## config.mk

```make
export PLATFORM = sky130hd
export DESIGN_NAME = bcd_scan_display
export DESIGN_NICKNAME = d
export VERILOG_FILES = /design/src/rtl/bcd_scan_display.sv
export SDC_FILE = /design/constraint.sdc
export NUM_CORES = 1
export LEC_CHECK = 0
export CAP_MARGIN = 20
export CORE_MARGIN = 4
export CORE_UTILIZATION = 53
export DETAILED_ROUTE_END_ITERATION = 7
export PLACE_DENSITY_LB_ADDON = 0.1
export SETUP_SLACK_MARGIN = 0.3
export SLEW_MARGIN = 5
export SYNTH_ARGS = -nofsm -noshare
export SYNTH_HDL_FRONTEND = slang
export SYNTH_SLANG_ARGS = --single-unit
```

## constraint.sdc

```tcl
create_clock -name clk -period 3.2 [get_ports clk]
set_input_delay 0.48 -clock clk [delete_from_list [all_inputs] [get_ports clk]]
set_output_delay 0.48 -clock clk [all_outputs]
set_load 0.05 [all_outputs]
```

## src/rtl/bcd_scan_display.sv

```systemverilog
// Multi-digit BCD up/down counter with a time-multiplexed, active-low seven-segment driver.
// Optional macro LEADING_ZERO_BLANK_EN blanks leading zero digits (digit 0 is always shown).
module bcd_scan_display #(
  parameter int DIGITS   = 4,
  parameter int SCAN_DIV = 1000
) (
  input  logic                  clk,
  input  logic                  rst_n,
  input  logic                  en,
  input  logic                  up,
  input  logic                  load,
  input  logic [4*DIGITS-1:0]   load_val,
  output logic [4*DIGITS-1:0]   bcd,
  output logic                  carry,
  output logic [6:0]            seg,
  output logic [DIGITS-1:0]     an
);

  localparam int PW = (SCAN_DIV > 1) ? $clog2(SCAN_DIV) : 1;
  localparam int IW = (DIGITS > 1) ? $clog2(DIGITS) : 1;
  localparam logic [DIGITS-1:0] AN_RESET = ~(DIGITS'(1));

  logic [4*DIGITS-1:0] bcd_q, bcd_d;
  logic                carry_q, carry_d;
  logic [PW-1:0]       presc_q, presc_d;
  logic [IW-1:0]       idx_q, idx_d;
  logic [6:0]          seg_q, seg_d;
  logic [DIGITS-1:0]   an_q, an_d;

  logic [4*DIGITS-1:0] step_val;
  logic                step_wrap;
  logic [4*DIGITS-1:0] load_clean;
  logic [3:0]          sel_dig;
  logic                sel_blank;

  function automatic logic [6:0] decode(input logic [3:0] v);
    case (v)
      4'd0:    decode = 7'h01;
      4'd1:    decode = 7'h4F;
      4'd2:    decode = 7'h12;
      4'd3:    decode = 7'h06;
      4'd4:    decode = 7'h4C;
      4'd5:    decode = 7'h24;
      4'd6:    decode = 7'h20;
      4'd7:    decode = 7'h0F;
      4'd8:    decode = 7'h00;
      4'd9:    decode = 7'h04;
      default: decode = 7'h7F;
    endcase
  endfunction

  // Ripple decimal step: the chain stays set while every lower digit wrapped.
  always_comb begin
    logic chain;
    logic [3:0] dig;
    step_val = bcd_q;
    chain    = 1'b1;
    for (int k = 0; k < DIGITS; k++) begin
      dig = bcd_q[4*k +: 4];
      if (chain) begin
        if (up) begin
          if (dig == 4'd9) begin
            step_val[4*k +: 4] = 4'd0;
          end else begin
            step_val[4*k +: 4] = dig + 4'd1;
            chain = 1'b0;
          end
        end else begin
          if (dig == 4'd0) begin
            step_val[4*k +: 4] = 4'd9;
          end else begin
            step_val[4*k +: 4] = dig - 4'd1;
            chain = 1'b0;
          end
        end
      end
    end
    step_wrap = chain;
  end

  always_comb begin
    load_clean = '0;
    for (int k = 0; k < DIGITS; k++) begin
      load_clean[4*k +: 4] = (load_val[4*k +: 4] > 4'd9) ? 4'd0 : load_val[4*k +: 4];
    end
  end

  always_comb begin
    bcd_d   = bcd_q;
    carry_d = 1'b0;
    if (load) begin
      bcd_d = load_clean;
    end else if (en) begin
      bcd_d   = step_val;
      carry_d = step_wrap;
    end
  end

  always_comb begin
    presc_d = presc_q + PW'(1);
    idx_d   = idx_q;
    if (presc_q == PW'(SCAN_DIV - 1)) begin
      presc_d = '0;
      idx_d   = (idx_q == IW'(DIGITS - 1)) ? '0 : idx_q + IW'(1);
    end
  end

`ifdef LEADING_ZERO_BLANK_EN
  logic [DIGITS-1:0] blank_mask;

  // A digit blanks when it and every digit above it are zero; digit 0 never blanks.
  always_comb begin
    logic acc;
    blank_mask = '0;
    acc        = 1'b1;
    for (int k = DIGITS - 1; k >= 0; k--) begin
      acc           = acc && (bcd_q[4*k +: 4] == 4'd0);
      blank_mask[k] = acc && (k != 0);
    end
  end
`endif

  // Outputs follow the next index so every digit is lit for a full dwell.
  always_comb begin
    sel_dig   = '0;
    sel_blank = 1'b0;
    an_d      = '1;
    for (int k = 0; k < DIGITS; k++) begin
      if (IW'(k) == idx_d) begin
        sel_dig = bcd_q[4*k +: 4];
`ifdef LEADING_ZERO_BLANK_EN
        sel_blank = blank_mask[k];
`endif
        an_d[k] = 1'b0;
      end
    end
    seg_d = sel_blank ? 7'h7F : decode(sel_dig);
  end

  always_ff @(posedge clk) begin
    if (!rst_n) begin
      bcd_q   <= '0;
      carry_q <= 1'b0;
      presc_q <= '0;
      idx_q   <= '0;
      seg_q   <= 7'h01;
      an_q    <= AN_RESET;
    end else begin
      bcd_q   <= bcd_d;
      carry_q <= carry_d;
      presc_q <= presc_d;
      idx_q   <= idx_d;
      seg_q   <= seg_d;
      an_q    <= an_d;
    end
  end

  assign bcd   = bcd_q;
  assign carry = carry_q;
  assign seg   = seg_q;
  assign an    = an_q;

endmodule

```

==> impl_metrics.xml <==
<?xml version="1.0" encoding="UTF-8"?>
<metrics>
  <group name="status">
    <metric name="outcome" unit="">completed</metric>
  </group>
  <group name="timing">
    <metric name="finalClockSkew" unit="ns">0.00584</metric>
    <metric name="worst_slew_margin_rel" unit="%">65.2</metric>
    <metric name="final.hold.worst_slack" unit="ns">0.470</metric>
    <metric name="totalNegativeSetupSlack" unit="ns">0</metric>
    <metric name="report.final.slew_viol_count" unit="">0</metric>
    <metric name="setup_viol" unit="">0</metric>
    <metric name="final_min_period_over_clock_period" unit="%">86.0</metric>
    <metric name="period_minus_slack" unit="ns">2.75</metric>
    <metric name="achievable-frequency" unit="MHz">363</metric>
    <metric name="grt_setup_unrepaired" unit="">no</metric>
    <metric name="hold_viol_final" unit="">0</metric>
    <metric name="timing_worst_slew_pin_value" unit="ns">0.509</metric>
  </group>
  <group name="global_routing">
    <metric name="grtUsageTotal" unit="%">23.2</metric>
    <metric name="first_global_vias" unit="">2576</metric>
    <metric name="grt_max_degree" unit="">27</metric>
    <metric name="overflow" unit="">0</metric>
    <metric name="antenna_found_initial" unit="">0</metric>
    <metric name="grt_pass1_wl" unit="um">11900</metric>
  </group>
  <group name="drt">
    <metric name="totalWireLength" unit="um">7180</metric>
    <metric name="detail_route.first_pass.iterations" unit="">5</metric>
    <metric name="route.detailed.vias_per_inst" unit="">6.08</metric>
    <metric name="num_vias" unit="">2890</metric>
    <metric name="route.antenna.remaining_nets" unit="">0</metric>
    <metric name="detailedRoute.firstIterationViolations" unit="">142</metric>
    <metric name="wl_per_cell" unit="um">15.1</metric>
    <metric name="detail_route.drc_violations" unit="">0</metric>
  </group>
  <group name="floorplanning">
    <metric name="die_h" unit="um">79.8</metric>
    <metric name="row_count" unit="">25</metric>
    <metric name="floorplan.initialDensity" unit="%">56.4</metric>
    <metric name="pin_count" unit="">49</metric>
    <metric name="die_area" unit="um2">6370</metric>
    <metric name="die_w" unit="um">79.8</metric>
    <metric name="fp.coreArea" unit="um2">4850</metric>
  </group>
  <group name="logic_synthesis">
    <metric name="number_of_enable_flip_flop_cells_after_synthesis" unit="">0</metric>
    <metric name="synth_cells" unit="">360</metric>
    <metric name="synthMostInstantiatedCell" unit="">dfxtp_1</metric>
    <metric name="synth.distinct_cells" unit="">60</metric>
    <metric name="syn-mean-instance-area" unit="um2">7.60</metric>
    <metric name="synth_top_cell_by_area" unit="">dfxtp_1</metric>
    <metric name="synth_top_flop_cell" unit="">dfxtp_1</metric>
    <metric name="synthTopCellsByArea" unit="">dfxtp_1, o21ai_0, a21oi_1, nor2_1, nand2_1</metric>
    <metric name="synth_common_cells" unit="">dfxtp_1, nor2_1, o21ai_0</metric>
    <metric name="syn_area" unit="um2">2740</metric>
    <metric name="synthesis.nets" unit="">388</metric>
    <metric name="async_s_r_ff_share_synth" unit="%">0</metric>
    <metric name="yosysSeqAreaShare" unit="%">29.3</metric>
    <metric name="synth_top_area_share" unit="%">29.3</metric>
    <metric name="synthesized_flop_and_latch_total" unit="">40</metric>
    <metric name="total_number_of_yosys_warnings" unit="">0</metric>
  </group>
  <group name="place">
    <metric name="dp_hpwl" unit="um">5090</metric>
    <metric name="place.port_buffers" unit="">48</metric>
    <metric name="place.gp.congestion" unit="">0.858</metric>
  </group>
  <group name="setup_path">
    <metric name="ff2ff_path_depth" unit="">11</metric>
    <metric name="worst_path_largest_cell_delay" unit="ns">0.51</metric>
    <metric name="cp_cell_sequence" unit="">ha_1 -&gt; or3b_2 -&gt; a2111oi_0 -&gt; a311oi_1 -&gt; o2bb2ai_1 -&gt; buf_4 -&gt; inv_1 -&gt; ha_1 -&gt; inv_1 -&gt; o31a_1 -&gt; o21a_1</metric>
    <metric name="cp.required" unit="ns">3.45</metric>
    <metric name="setup.reg_to_reg.worst_slack" unit="ns">0.45</metric>
    <metric name="critical_path.slowest_cell" unit="">a2111oi_0</metric>
    <metric name="kind_of_cell_adding_the_most_delay_to_the_critical_path" unit="">compound AO/OA/AOI/OAI gates</metric>
    <metric name="crit_fanout" unit="">9</metric>
    <metric name="critical_register_to_register_path_endpoint" unit="">seg[2]</metric>
    <metric name="reg2reg_from" unit="">idx_q[0]</metric>
    <metric name="worst_setup_path_start_kind" unit="">register</metric>
    <metric name="setup.worst_path.end_class" unit="">register</metric>
    <metric name="timing.setup.critical_path_class" unit="">reg2reg</metric>
    <metric name="crit_arrival" unit="ns">3.00</metric>
    <metric name="cp_num_buf_inv" unit="">3</metric>
  </group>
  <group name="worst_hold_path">
    <metric name="worstHoldStart" unit="">presc_q[0]</metric>
    <metric name="whs_path_depth" unit="">1</metric>
    <metric name="hold_ep" unit="">presc_q[0]</metric>
    <metric name="worstHoldPathType" unit="">reg2reg</metric>
  </group>
  <group name="pwr">
    <metric name="sw_frac_of_total" unit="%">31.5</metric>
    <metric name="power.density" unit="nW/um2">369</metric>
    <metric name="peakVddDrop" unit="mV">0.308</metric>
    <metric name="p_switching" unit="mW">0.407</metric>
    <metric name="leakage_power" unit="nW">1.23</metric>
    <metric name="sequentialPowerShare" unit="%">42.7</metric>
    <metric name="p_comb_share" unit="%">24.0</metric>
    <metric name="clock_power_share" unit="%">33.3</metric>
    <metric name="internal-power" unit="mW">0.885</metric>
  </group>
  <group name="clocking">
    <metric name="clock-root-buffer" unit="">clkbuf_8</metric>
    <metric name="tritoncts" unit="">built</metric>
    <metric name="clk-insertion-delay-late" unit="ns">0.30</metric>
    <metric name="htree_num_levels" unit="">2</metric>
    <metric name="post_cts_repair_timing_setup_buffer_count" unit="">0</metric>
    <metric name="bufs_on_longest_clock_path" unit="">2</metric>
    <metric name="cts.clk_slew.worst_paths" unit="ns">0.09</metric>
    <metric name="tritoncts_num_sinks" unit="">40</metric>
    <metric name="cts_buffers" unit="">5</metric>
  </group>
  <group name="final_layout">
    <metric name="final_net_count" unit="">435</metric>
    <metric name="post_route_cells_drive_above_1_share" unit="%">10.3</metric>
    <metric name="antennaDiodeCount" unit="">0</metric>
    <metric name="area.growth.synth_to_final" unit="%">27.8</metric>
    <metric name="finalCoreUtilization" unit="%">72.1</metric>
  </group>
  <group name="job">
    <metric name="max_cap_violations" unit="">0</metric>
  </group>
</metrics>
timing repair:
action	in CTS	in global routing
hold buffers	0	0
setup endpoints to repair	0	8
gates resized for setup	0	7
logic make-up (layout without fill, tap and decap cells):
kind of cell | after synthesis | after routing | synth area share [%]
compound gates | 119 | 119 | 28.7
xor+xnor | 13 | 13 | 4.16
fa+ha+maj | 7 | 7 | 3.20
buf+inv | 44 | 92 | 6.36
flops | 40 | 40 | 29.3
mux | 8 | 8 | 2.97
simple gates | 129 | 129 | 25.3
placed cells by master (no fill, tap or decap), drive strengths merged, types with 7 or more instances in the layout:
cell / instances
o22ai: 7
a21oi: 26
nor3: 8
nand2: 26
a31oi: 7
o21ai: 27
nand3: 14
xnor2: 9
nor2: 29
dfxtp: 40
inv: 16
ha: 7
buf: 20
clkdlybuf4s50: 48
mux2i: 7
registers in the layout (all words and copies together) (netlist names):
| name | cells |
|---|---|
| an | 4 |
| bcd | 16 |
| carry | 1 |
| idx_q | 2 |
| presc_q | 10 |
| seg | 7 |
final cells by class:
type | count | area [um2]
clock buffer | 5 | 68.8
multi-input combinational | 276 | 1790
sequential | 40 | 801
inverter | 16 | 60.1
timing repair buffer | 68 | 643
fill | 405 | 1350
tap | 67 | 83.8
clock inverter | 3 | 46.3
layer usage:
metal	GRT usage, %	share of wire, %	routed length, um	vias to the layer above
li1	-	-	-	1432
met1	31.7	45	3250	1324
met2	36.9	46	3320	121
met3	4.29	7.0	503	13
met4	7.60	1.4	104	0
met5	0	0	0	-
worst max path at each step:
stage | start | end | slack, ns | cells past startpoint
after floorplan | presc_q[0] | seg[2] | 0.43 | 11
after global placement | up | bcd[14] | 0.16 | 8
after detailed placement | up | bcd[14] | 0.11 | 8
after CTS | presc_q[0] | seg[2] | 0.34 | 10
after global routing | presc_q[0] | seg[2] | 0.31 | 10
final | idx_q[0] | seg[2] | 0.45 | 11
power groups by stage:
stage          sequential [mW]  combinational, mW  clock (mW)
4_1_cts                  0.550              0.307       0.439
3_3_place_gp             0.561              0.301           0
2_1_floorplan            0.606              0.149           0
3_5_place_dp             0.562              0.305           0
5_1_grt                  0.556              0.336       0.456
6_report                 0.551              0.309       0.431
through the flow:
stage                     std cells  setup WS [ns]  total power [mW]  cell area, um2
after CTS                       475          0.341              1.30            3460
after detailed placement        467          0.108             0.867            3350
after global routing            475          0.310              1.35            3490
after floorplan                 360          0.426             0.755            2740
after global placement          467          0.163             0.862            3350
final                           475          0.449              1.29            3490
No activity file was read; power rests on OpenSTA's default activity.
